## src/rtl/reaction_ctrl_if.sv

```systemverilog
// Signal bundle between the reaction-time sequencer and its environment:
// the debounced button level in, LED / status / result path out.
interface reaction_ctrl_if;
   logic        btn;
   logic        led_go;
   logic        busy;
   logic [13:0] result_ms;
   logic        result_valid;
   logic        false_start;
   logic        timeout;

   // environment side: drives the button, observes the trial outcome
   modport master (
      output btn,
      input  led_go, busy, result_ms, result_valid, false_start, timeout
   );

   // sequencer side
   modport slave (
      input  btn,
      output led_go, busy, result_ms, result_valid, false_start, timeout
   );
endinterface

```

## src/rtl/reaction_ctrl.sv

```systemverilog
// Reaction-time trial sequencer: arm on a press, wait a pseudo-random delay,
// light GO, then measure press latency in whole ms. Flags false starts and
// no-response timeouts. All outputs are registered from the next-state view,
// so they change on the same edge as the state they describe.
module reaction_ctrl #(
   parameter int unsigned CLKSPDMHZ    = 100,
   parameter int unsigned MIN_DELAY_MS = 1000,
   parameter int unsigned TIMEOUT_MS   = 9999
) (
   input  logic           clk,
   input  logic           reset,
   reaction_ctrl_if.slave rc
);

   localparam int unsigned PS_COUNT = CLKSPDMHZ * 1000;
   localparam int unsigned PS_W     = $clog2(PS_COUNT);
   localparam logic [PS_W-1:0] PS_LAST = PS_W'(PS_COUNT - 1);
   localparam logic [13:0] MIN_D  = 14'(MIN_DELAY_MS);
   localparam logic [13:0] TO_LIM = 14'(TIMEOUT_MS);

   typedef enum logic [2:0] {
      S_IDLE  = 3'd0,
      S_WAIT  = 3'd1,
      S_GO    = 3'd2,
      S_DONE  = 3'd3,
      S_FAULT = 3'd4
   } state_t;

   state_t          state;
   state_t          state_nxt;
   logic            btn_q;
   logic            press;
   logic [15:0]     lfsr;
   logic            lfsr_fb;
   logic [PS_W-1:0] prescaler;
   logic            ms_tick;
   logic [13:0]     ms_cnt;
   logic [13:0]     delay_ms;
   logic            entering;
   logic            hit_delay;
   logic            hit_timeout;
   logic            new_trial;
   logic            wait_fault;
   logic            go_press;
   logic            go_timeout;

   assign press       = rc.btn & ~btn_q;
   assign lfsr_fb     = lfsr[15] ^ lfsr[13] ^ lfsr[12] ^ lfsr[10];
   assign ms_tick     = (prescaler == PS_LAST);
   assign entering    = (state_nxt != state);
   // ms_cnt+1 is formed one bit wider so the saturated count cannot wrap onto a match
   assign hit_delay   = (({1'b0, ms_cnt} + 15'd1) == {1'b0, delay_ms});
   assign hit_timeout = (({1'b0, ms_cnt} + 15'd1) == {1'b0, TO_LIM});

   // next-state decode; press is checked first so it wins over a same-cycle expiry
   always_comb begin
      state_nxt  = state;
      new_trial  = 1'b0;
      wait_fault = 1'b0;
      go_press   = 1'b0;
      go_timeout = 1'b0;
      case (state)
         S_IDLE: begin
            if (press) begin
               state_nxt = S_WAIT;
               new_trial = 1'b1;
            end
         end
         S_WAIT: begin
            if (press) begin
               state_nxt  = S_FAULT;
               wait_fault = 1'b1;
            end else if (ms_tick && hit_delay) begin
               state_nxt = S_GO;
            end
         end
         S_GO: begin
            if (press) begin
               state_nxt = S_DONE;
               go_press  = 1'b1;
            end else if (ms_tick && hit_timeout) begin
               state_nxt  = S_DONE;
               go_timeout = 1'b1;
            end
         end
         S_DONE, S_FAULT: begin
            if (press) begin
               state_nxt = S_WAIT;
               new_trial = 1'b1;
            end
         end
         default: state_nxt = S_IDLE;
      endcase
   end

   // state register
   always_ff @(posedge clk or negedge reset) begin
      if (!reset) state <= S_IDLE;
      else        state <= state_nxt;
   end

   // button edge history and free-running LFSR (shifts in every state)
   always_ff @(posedge clk or negedge reset) begin
      if (!reset) begin
         btn_q <= 1'b1;
         lfsr  <= 16'hACE1;
      end else begin
         btn_q <= rc.btn;
         lfsr  <= {lfsr[14:0], lfsr_fb};
      end
   end

   // ms time base: prescaler restarts on any state change, ms_cnt restarts on WAIT/GO entry
   always_ff @(posedge clk or negedge reset) begin
      if (!reset) begin
         prescaler <= '0;
         ms_cnt    <= '0;
      end else begin
         if (entering || ms_tick) prescaler <= '0;
         else                     prescaler <= prescaler + PS_W'(1);

         if (entering && (state_nxt == S_WAIT || state_nxt == S_GO)) ms_cnt <= '0;
         else if (ms_tick && ms_cnt != '1)                            ms_cnt <= ms_cnt + 14'd1;
      end
   end

   // random wait length, captured from the LFSR at the arming press
   always_ff @(posedge clk or negedge reset) begin
      if (!reset)         delay_ms <= '0;
      else if (new_trial) delay_ms <= MIN_D + {3'b000, lfsr[10:0]};
   end

   // registered outputs: status follows next state, result path updates only on GO exit
   always_ff @(posedge clk or negedge reset) begin
      if (!reset) begin
         rc.led_go       <= 1'b0;
         rc.busy         <= 1'b0;
         rc.result_ms    <= '0;
         rc.result_valid <= 1'b0;
         rc.false_start  <= 1'b0;
         rc.timeout      <= 1'b0;
      end else begin
         rc.led_go       <= (state_nxt == S_GO);
         rc.busy         <= (state_nxt == S_WAIT) || (state_nxt == S_GO);
         rc.result_valid <= go_press | go_timeout;

         if (go_press)        rc.result_ms <= ms_cnt;
         else if (go_timeout) rc.result_ms <= TO_LIM;

         if (new_trial)       rc.false_start <= 1'b0;
         else if (wait_fault) rc.false_start <= 1'b1;

         if (new_trial)       rc.timeout <= 1'b0;
         else if (go_timeout) rc.timeout <= 1'b1;
      end
   end

endmodule

```

## src/flat_wrapper.sv

```systemverilog
// flat-port wrapper written by rule: the top's interface ports become plain ports
module reaction_ctrl_flat 
#(
   parameter int unsigned CLKSPDMHZ    = 100,
   parameter int unsigned MIN_DELAY_MS = 1000,
   parameter int unsigned TIMEOUT_MS   = 9999
)
  (clk, reset, rc_btn, rc_led_go, rc_busy, rc_result_ms, rc_result_valid, rc_false_start, rc_timeout);
  reaction_ctrl_if rc_i ();
  input  logic clk;
  input  logic reset;
  input wire logic [$bits(rc_i.btn)-1:0] rc_btn;
  output wire logic [$bits(rc_i.led_go)-1:0] rc_led_go;
  output wire logic [$bits(rc_i.busy)-1:0] rc_busy;
  output wire logic [$bits(rc_i.result_ms)-1:0] rc_result_ms;
  output wire logic [$bits(rc_i.result_valid)-1:0] rc_result_valid;
  output wire logic [$bits(rc_i.false_start)-1:0] rc_false_start;
  output wire logic [$bits(rc_i.timeout)-1:0] rc_timeout;
  assign rc_i.btn = rc_btn;
  assign rc_led_go = rc_i.led_go;
  assign rc_busy = rc_i.busy;
  assign rc_result_ms = rc_i.result_ms;
  assign rc_result_valid = rc_i.result_valid;
  assign rc_false_start = rc_i.false_start;
  assign rc_timeout = rc_i.timeout;
  reaction_ctrl #(.CLKSPDMHZ(CLKSPDMHZ), .MIN_DELAY_MS(MIN_DELAY_MS), .TIMEOUT_MS(TIMEOUT_MS)) u_core (.clk(clk), .reset(reset), .rc(rc_i));
endmodule
```

## config.mk

```make
export PLATFORM = sky130hd
export DESIGN_NAME = reaction_ctrl_flat
export DESIGN_NICKNAME = d
export VERILOG_FILES = /design/src/rtl/reaction_ctrl_if.sv /design/src/rtl/reaction_ctrl.sv /design/src/flat_wrapper.sv
export SDC_FILE = /design/constraint.sdc
export NUM_CORES = 1
export LEC_CHECK = 0
export BUFFER_PORTS_ARGS = -buffer_cell sky130_fd_sc_hd__buf_4
export CAP_MARGIN = 0
export CORE_MARGIN = 10
export CORE_UTILIZATION = 55
export CTS_CLUSTER_DIAMETER = 120
export DETAILED_ROUTE_END_ITERATION = 7
export PLACE_DENSITY = 0.73
export SETUP_SLACK_MARGIN = 0.5
export SLEW_MARGIN = 15
export SYNTH_ARGS = -nofsm -noshare
export SYNTH_HDL_FRONTEND = slang
export SYNTH_SLANG_ARGS = --single-unit
```

## constraint.sdc

```tcl
create_clock -name clk -period 5.25 [get_ports clk]
set_input_delay 1.575 -clock clk [delete_from_list [all_inputs] [get_ports clk]]
set_output_delay 1.575 -clock clk [all_outputs]
set_load 0.02 [all_outputs]
```

==> out/results.ini, run 1 <==
[status]
status = finished clean

[worst_hold_path]
hold_path_class = flop to flop
hold_start = u_core.lfsr[14]$_DFF_PN0_
hold_depth = 0
min_to = u_core.lfsr[15]$_DFF_PN1_

[final_layout]
n_antenna_cell = 0
n_fill_cell = 609
nets = 413
area_growth_pct = 8.68
final_util_pct = 62.1
drive_gt1_share_pct = 18.5

[logic_synthesis]
syn-instance-count = 395
syn_avg_cell_area_um2 = 10.5
syn_nets = 402
yosysUniqueCellTypes = 62
synthesis.area_um2 = 4160
ys_warn_count = 0
ys_seq_area_share_pct = 49.5
synth-edff-count = 0
synth_seq_cells = 82
synth_flop_cell = dfrtp_1
synthArstFlopShare_pct = 100

[global_route]
grt_start_max_net_pins = 83
grt_overflow = 0
track_usage_pct = 14.8
grt_pass1_wl_um = 13700
antenna_found_initial = 0
grt_pass1_vias = 2816

[placed_design]
dpl.hpwl_um = 5610
io_buffers = 21
gp_congestion = 0.886

[clock_network]
cts.sinks = 82
clockBufferDepth = 2
htreeDepth = 3
cts-resized-gates = 0
clk_pin_slew_ps = 90
cts_root_buf = clkbuf_8
postCtsSetupBuffers = 0
clk_latency_ps = 360
cts-buffers-inserted = 9
hold_buffers = 0
cts_tree = yes

[power_and_ir_drop]
power.density_nw_per_um2 = 339
swShare_pct = 30.7
pwr-share-comb_pct = 19.4
seqPwrFrac_pct = 50.3
p_switching_w = 0.000471
ir_drop_mv = 0.207
p_clk_share_pct = 30.3
p_leak_nw = 2.04
p_int_w = 0.00106

[worst_setup_path]
endpoint_kind = flop
cpMaxStageDelayCell = and2_0
arrival_ps = 3590
r2r_setup_slack_ps = 2170
cp_slowest_stage_delay_ps = 840
crit_chain = buf_4, nand2b_1, or3_1, and2_0, o21ai_2, nor2_1
r2r-end = u_core.rc.result_ms[11]$_DFFE_PN0P_
worst-r2r-cell-count = 8
cp_data_required_time_ps = 5540
cp_max_fo = 22
startpoint_type = input port
rr_startpoint = u_core.ms_cnt[1]$_DFFE_PN0P_
path_class = input port to flop

[drt]
wl_per_cell_um = 15.5
drc = 0
first_iter_violations = 163
routed-via-count = 2887
ant_nets = 0
routed_wl_um = 7920
firstDrtPassIters = 4
viasPerCell = 5.66

[sta]
setup_violations = 0
slew_headroom_pct = 26.1
fmax_mhz = 303
rsz0062_at_grt = false
finalClockSkew_ps = 13.2
fin_tns_setup_ps = 0
post-route-min-period_ps = 3300
maxSlewViolCount = 0
finalHoldViolCount = 0
max_slew.worst_pin.slew_ps = 1100
timing.hold.ws_ps = 358
timing.final.crit_share_pct = 62.8

[die]
core_area_um2 = 7290
die_h_um = 107
pin_count = 22
std_cell_rows = 31
start_util_pct = 57.1
dieArea_um2 = 11500
die_w_um = 107

[job]
drv_cap = 0

-- synthesized netlist by cell type, types with 4 or more instances --
cell type	number	share of area [%]
ha_1	4	1.2
buf_4	7	1.3
nor3_1	7	0.84
xor2_1	24	5.0
nand4_1	8	1.2
dfstp_2	9	5.7
nor2_1	44	4.0
a21oi_1	6	0.72
inv_1	10	0.90
buf_2	4	0.48
nand2_1	32	2.9
and4_1	4	0.84
nor2b_1	8	1.2
o21ai_0	15	1.8
or3_1	5	0.75
a22o_2	5	1.2
a31oi_1	4	0.60
clkbuf_1	9	0.81
dfrtp_1	73	44
and3_1	5	0.75
mux2_2	4	1.1
o22a_2	5	1.2
xnor2_1	26	5.5
nand3_1	18	2.2
-- worst max-delay path, delay by kind of cell --
family                 cells  cell delay [ps]
AO/OA/AOI/OAI              1              380
buffers and inverters      1              110
AND/OR/NAND/NOR            4             1510
-- cell type report --
type	count	area [um2]	area share (%)
Tap cell	99	124	2.74
Multi-Input combinational cell	281	1940	42.8
Timing Repair Buffer	21	158	3.48
Inverter	11	46.3	1.02
Clock inverter	7	73.8	1.63
Clock buffer	9	124	2.74
Sequential cell	82	2060	45.6
-- through the flow --
stage	power (W)	cells	setup WS [ps]	area [um2]
floorplan	0.000984	395	2250	4160
global placement	0.00108	494	1660	4330
detailed placement	0.00109	494	1590	4330
CTS	0.00155	510	1950	4530
global route	0.00162	510	1770	4530
finish	0.00153	510	1950	4530
-- registers in the layout, indices dropped and copies added, names as in the netlist, 3 cells and up --
register / count
u_core.prescaler: 17
u_core.delay_ms: 12
u_core.lfsr: 16
u_core.ms_cnt: 14
u_core.rc.result_ms: 14
u_core.state: 3
-- kinds of logic (layout without fill, tap and decap cells) --
group | after synthesis | after routing | synth area share (%)
AOI/OAI and AO/OA | 65 | 65 | 12.2
xor gates and xnor gates | 50 | 50 | 10.5
adders and majority gates | 4 | 4 | 1.20
buffers and inverters | 32 | 48 | 3.94
DFF | 82 | 82 | 49.5
muxes | 7 | 7 | 1.80
and+or+nand+nor | 155 | 155 | 20.8
-- layer usage --
metal / wire [um] / track usage [%] / part of all wire (%) / vias to the layer above
li1: - / - / - / 1411
met1: 3760 / 18.9 / 47 / 1405
met2: 3640 / 23.3 / 46 / 58
met3: 351 / 2.87 / 4.4 / 13
met4: 161 / 7.45 / 2.0 / 0
met5: 0 / 0 / 0 / -
-- layout by cell type, fill, tap and decap left out, types with 5 or more instances in the layout --
cell / Yosys / final
a21oi_1: 6 / 6
a22o_2: 5 / 5
and3_1: 5 / 5
buf_4: 7 / 21
clkbuf_8: 0 / 9
dfrtp_1: 73 / 73
dfstp_2: 9 / 9
inv_1: 10 / 10
nand2_1: 32 / 32
nand3_1: 18 / 18
nand4_1: 8 / 8
nor2_1: 44 / 44
nor2b_1: 8 / 8
nor3_1: 7 / 7
o21ai_0: 15 / 15
o22a_2: 5 / 5
or3_1: 5 / 5
xnor2_1: 26 / 26
xor2_1: 24 / 24
-- power by group through the flow --
stage | Combinational [W] | Sequential [W] | Clock [W]
after detailed placement | 0.000303 | 0.000785 | 0
after floorplan | 0.000187 | 0.000797 | 0
after CTS | 0.000304 | 0.000773 | 0.000475
final | 0.000298 | 0.000772 | 0.000465
after global routing | 0.000332 | 0.000786 | 0.000504
after global placement | 0.000294 | 0.000781 | 0
-- how the worst max path moves through the flow --
stage,startpoint,endpoint,cells after the start
finish,rc_btn,u_core.ms_cnt[1]$_DFFE_PN0P_,6
global route,rc_btn,u_core.ms_cnt[1]$_DFFE_PN0P_,6
CTS,rc_btn,u_core.ms_cnt[11]$_DFFE_PN0P_,6
detailed placement,rc_btn,u_core.ms_cnt[10]$_DFFE_PN0P_,6
global placement,rc_btn,u_core.ms_cnt[1]$_DFFE_PN0P_,6
floorplan,rc_btn,u_core.delay_ms[1]$_DFFE_PN0P_,6
Note: power is estimated with default switching activity, not from simulation.
==> run 2: changes to the inputs <==
clock period = 3.1 ns   (was 5.25 ns; I/O delays follow)
==> run 2 against run 1 <==
- wire length increased by 12%
- register-to-register slack got worse by 1600 ps
- global-route usage increased by 1.3 points
- sequential power increased by 71%
- combinational power increased by 79%
==> out/results.ini, run 2 (same netlist as run 1, synthesis figures left out) <==
[status]
status = finished clean

[clock_network]
htreeDepth = 3  ; unchanged
clockBufferDepth = 2  ; unchanged
cts-buffers-inserted = 9  ; unchanged
cts_root_buf = clkbuf_8
cts_tree = yes
hold_buffers = 0  ; unchanged
clk_latency_ps = 350  ; about the same
clk_pin_slew_ps = 80  ; about the same
cts.sinks = 82  ; unchanged

[final_layout]
area_growth_pct = 14.3
largest_reg_flops = 17  ; unchanged
drive_gt1_share_pct = 25.2  ; +6.7 points
nets = 434  ; +5.1%
final_area_um2 = 4760  ; +5.1%
final_common_cell = dfrtp_1
n_antenna_cell = 0  ; unchanged
n_fill_cell = 598  ; -1.8%
layout_common_cells = dfrtp_1, nor2_1, buf_4
top_regs = u_core.prescaler (17), u_core.lfsr (16)
stdcell_count = 531  ; +4.1%
largest_register = u_core.prescaler

[drt]
drc = 0  ; unchanged
firstDrtPassIters = 5  ; +1
viasPerCell = 5.82  ; +2.9%
first_iter_violations = 257  ; +58%
ant_nets = 0  ; unchanged
routed-via-count = 3093  ; +7.1%
wl_per_cell_um = 16.7  ; +7.4%
routed_wl_um = 8850  ; +12%

[die]
dieArea_um2 = 11500  ; unchanged
pin_count = 22  ; unchanged
core_area_um2 = 7290  ; unchanged
die_w_um = 107  ; unchanged
start_util_pct = 57.1  ; unchanged
std_cell_rows = 31  ; unchanged
die_h_um = 107  ; unchanged

[worst_setup_path]
endpoint = u_core.rc.result_ms[11]$_DFFE_PN0P_
arrival_ps = 2730  ; -860 ps
worst-r2r-cell-count = 7  ; -1
critPathLaunch = u_core.ms_cnt[6]$_DFFE_PN0P_
cp_max_fo = 10  ; -55%
endpoint_kind = flop
path_class = flop to flop
cp_data_required_time_ps = 3340  ; -2200 ps
r2r-end = u_core.rc.result_ms[11]$_DFFE_PN0P_
r2r_setup_slack_ps = 610  ; -1560 ps
startpoint_type = flop
rr_startpoint = u_core.ms_cnt[6]$_DFFE_PN0P_

[sta]
finalClockSkew_ps = 6.16  ; -7.04 ps
post-route-min-period_ps = 2490
finalHoldViolCount = 0  ; unchanged
max_slew.worst_pin.slew_ps = 835  ; -268 ps
rsz0062_at_grt = false
timing.final.crit_share_pct = 80.3
fin_tns_setup_ps = 0  ; unchanged
setup_violations = 0  ; unchanged
maxSlewViolCount = 0  ; unchanged
slew_headroom_pct = 44.3  ; +18 points
timing.hold.ws_ps = 360  ; +2.14 ps
fmax_mhz = 402

[placed_design]
placed_cells = 507  ; +2.6%
dpl.hpwl_um = 6110  ; +9.0%
placed_cell_area_um2 = 4440  ; +2.5%
io_buffers = 21  ; unchanged
gp_congestion = 0.886  ; about the same

[global_route]
grt_start_max_net_pins = 47  ; -43%
busiest_layer = met2
track_usage_pct = 16.1  ; +1.3 points
globalRouteMet1Util_pct = 20.2  ; +1.2 points
grt_use_met3_pct = 4.49  ; +1.6 points
antenna_found_initial = 0  ; unchanged
grt_overflow = 0  ; unchanged
use_met2_pct = 25.6  ; +2.3 points
grt_pass1_vias = 3065  ; +8.8%
grt_pass1_wl_um = 15000  ; +9.4%

[power_and_ir_drop]
p_leak_nw = 2.17  ; +6.3%
power.density_nw_per_um2 = 548  ; +62%
ir_drop_mv = 0.251  ; +22%

[worst_hold_path]
hold_path_class = flop to flop

[job]
drv_cap = 0  ; unchanged

run 2: stage by stage:
| step | power (W) | setup slack (ps) | util (%) |
|---|---|---|---|
| global placement | 0.00185 | 428 | 60.9 |
| global route | 0.00276 | 499 | 65.3 |
| finish | 0.00261 | 611 | 65.3 |
| floorplan | 0.00167 | 573 | - |
| detailed placement | 0.00187 | 321 | 60.9 |
| CTS | 0.00262 | 504 | 64.0 |
run 2: timing repair:
item,CTS,global route
setup endpoints to repair,18,30
setup buffers,2,5
hold endpoints to repair,0,0
resized for setup,8,14
gates cloned,0,1
pin swaps,3,9
run 2: final cells by class:
| type | instances | area [um2] | area share [%] |
|---|---|---|---|
| Tap cell | 99 | 124 | 2.60 |
| Clock buffer | 10 | 128 | 2.68 |
| Sequential cell | 82 | 2070 | 43.6 |
| Inverter | 11 | 48.8 | 1.03 |
| Multi-Input combinational cell | 281 | 1980 | 41.6 |
| Timing Repair Buffer | 42 | 339 | 7.13 |
| Clock inverter | 6 | 67.6 | 1.42 |
run 2: worst max-delay path: stages, from the launching register on:
cell and delay, ps:
dfrtp_2 480, nand4_4 230, nor4_4 270, mux2i_2 310, nand4_1 230, o41ai_4 420, nand2_4 150, a22o_2 290
run 2: layer usage:
layer	wire [um]	part of all wire, %
met1	3890	44
met2	4320	49
met3	453	5.1
met4	187	2.1
met5	0	0
run 2: where the power goes:
group / internal, W / total (W) / switching [W]
Clock: 0.000373 / 0.000753 / 0.000380
Combinational: 0.000247 / 0.000534 / 0.000287
Sequential: 0.00119 / 0.00132 / 0.000126
Total: 0.00181 / 0.00261 / 0.000793
run 2: worst min-delay path by stage:
stage,slack (ps),endpoint,start,cells past startpoint
5_1_grt,370,u_core.lfsr[15]$_DFF_PN1_,u_core.lfsr[14]$_DFF_PN0_,0
3_5_place_dp,340,u_core.lfsr[15]$_DFF_PN1_,u_core.lfsr[14]$_DFF_PN0_,0
2_1_floorplan,330,u_core.lfsr[15]$_DFF_PN1_,u_core.lfsr[14]$_DFF_PN0_,0
3_3_place_gp,340,u_core.lfsr[15]$_DFF_PN1_,u_core.lfsr[14]$_DFF_PN0_,0
6_report,360,u_core.lfsr[15]$_DFF_PN1_,u_core.lfsr[14]$_DFF_PN0_,0
4_1_cts,370,u_core.lfsr[15]$_DFF_PN1_,u_core.lfsr[14]$_DFF_PN0_,0
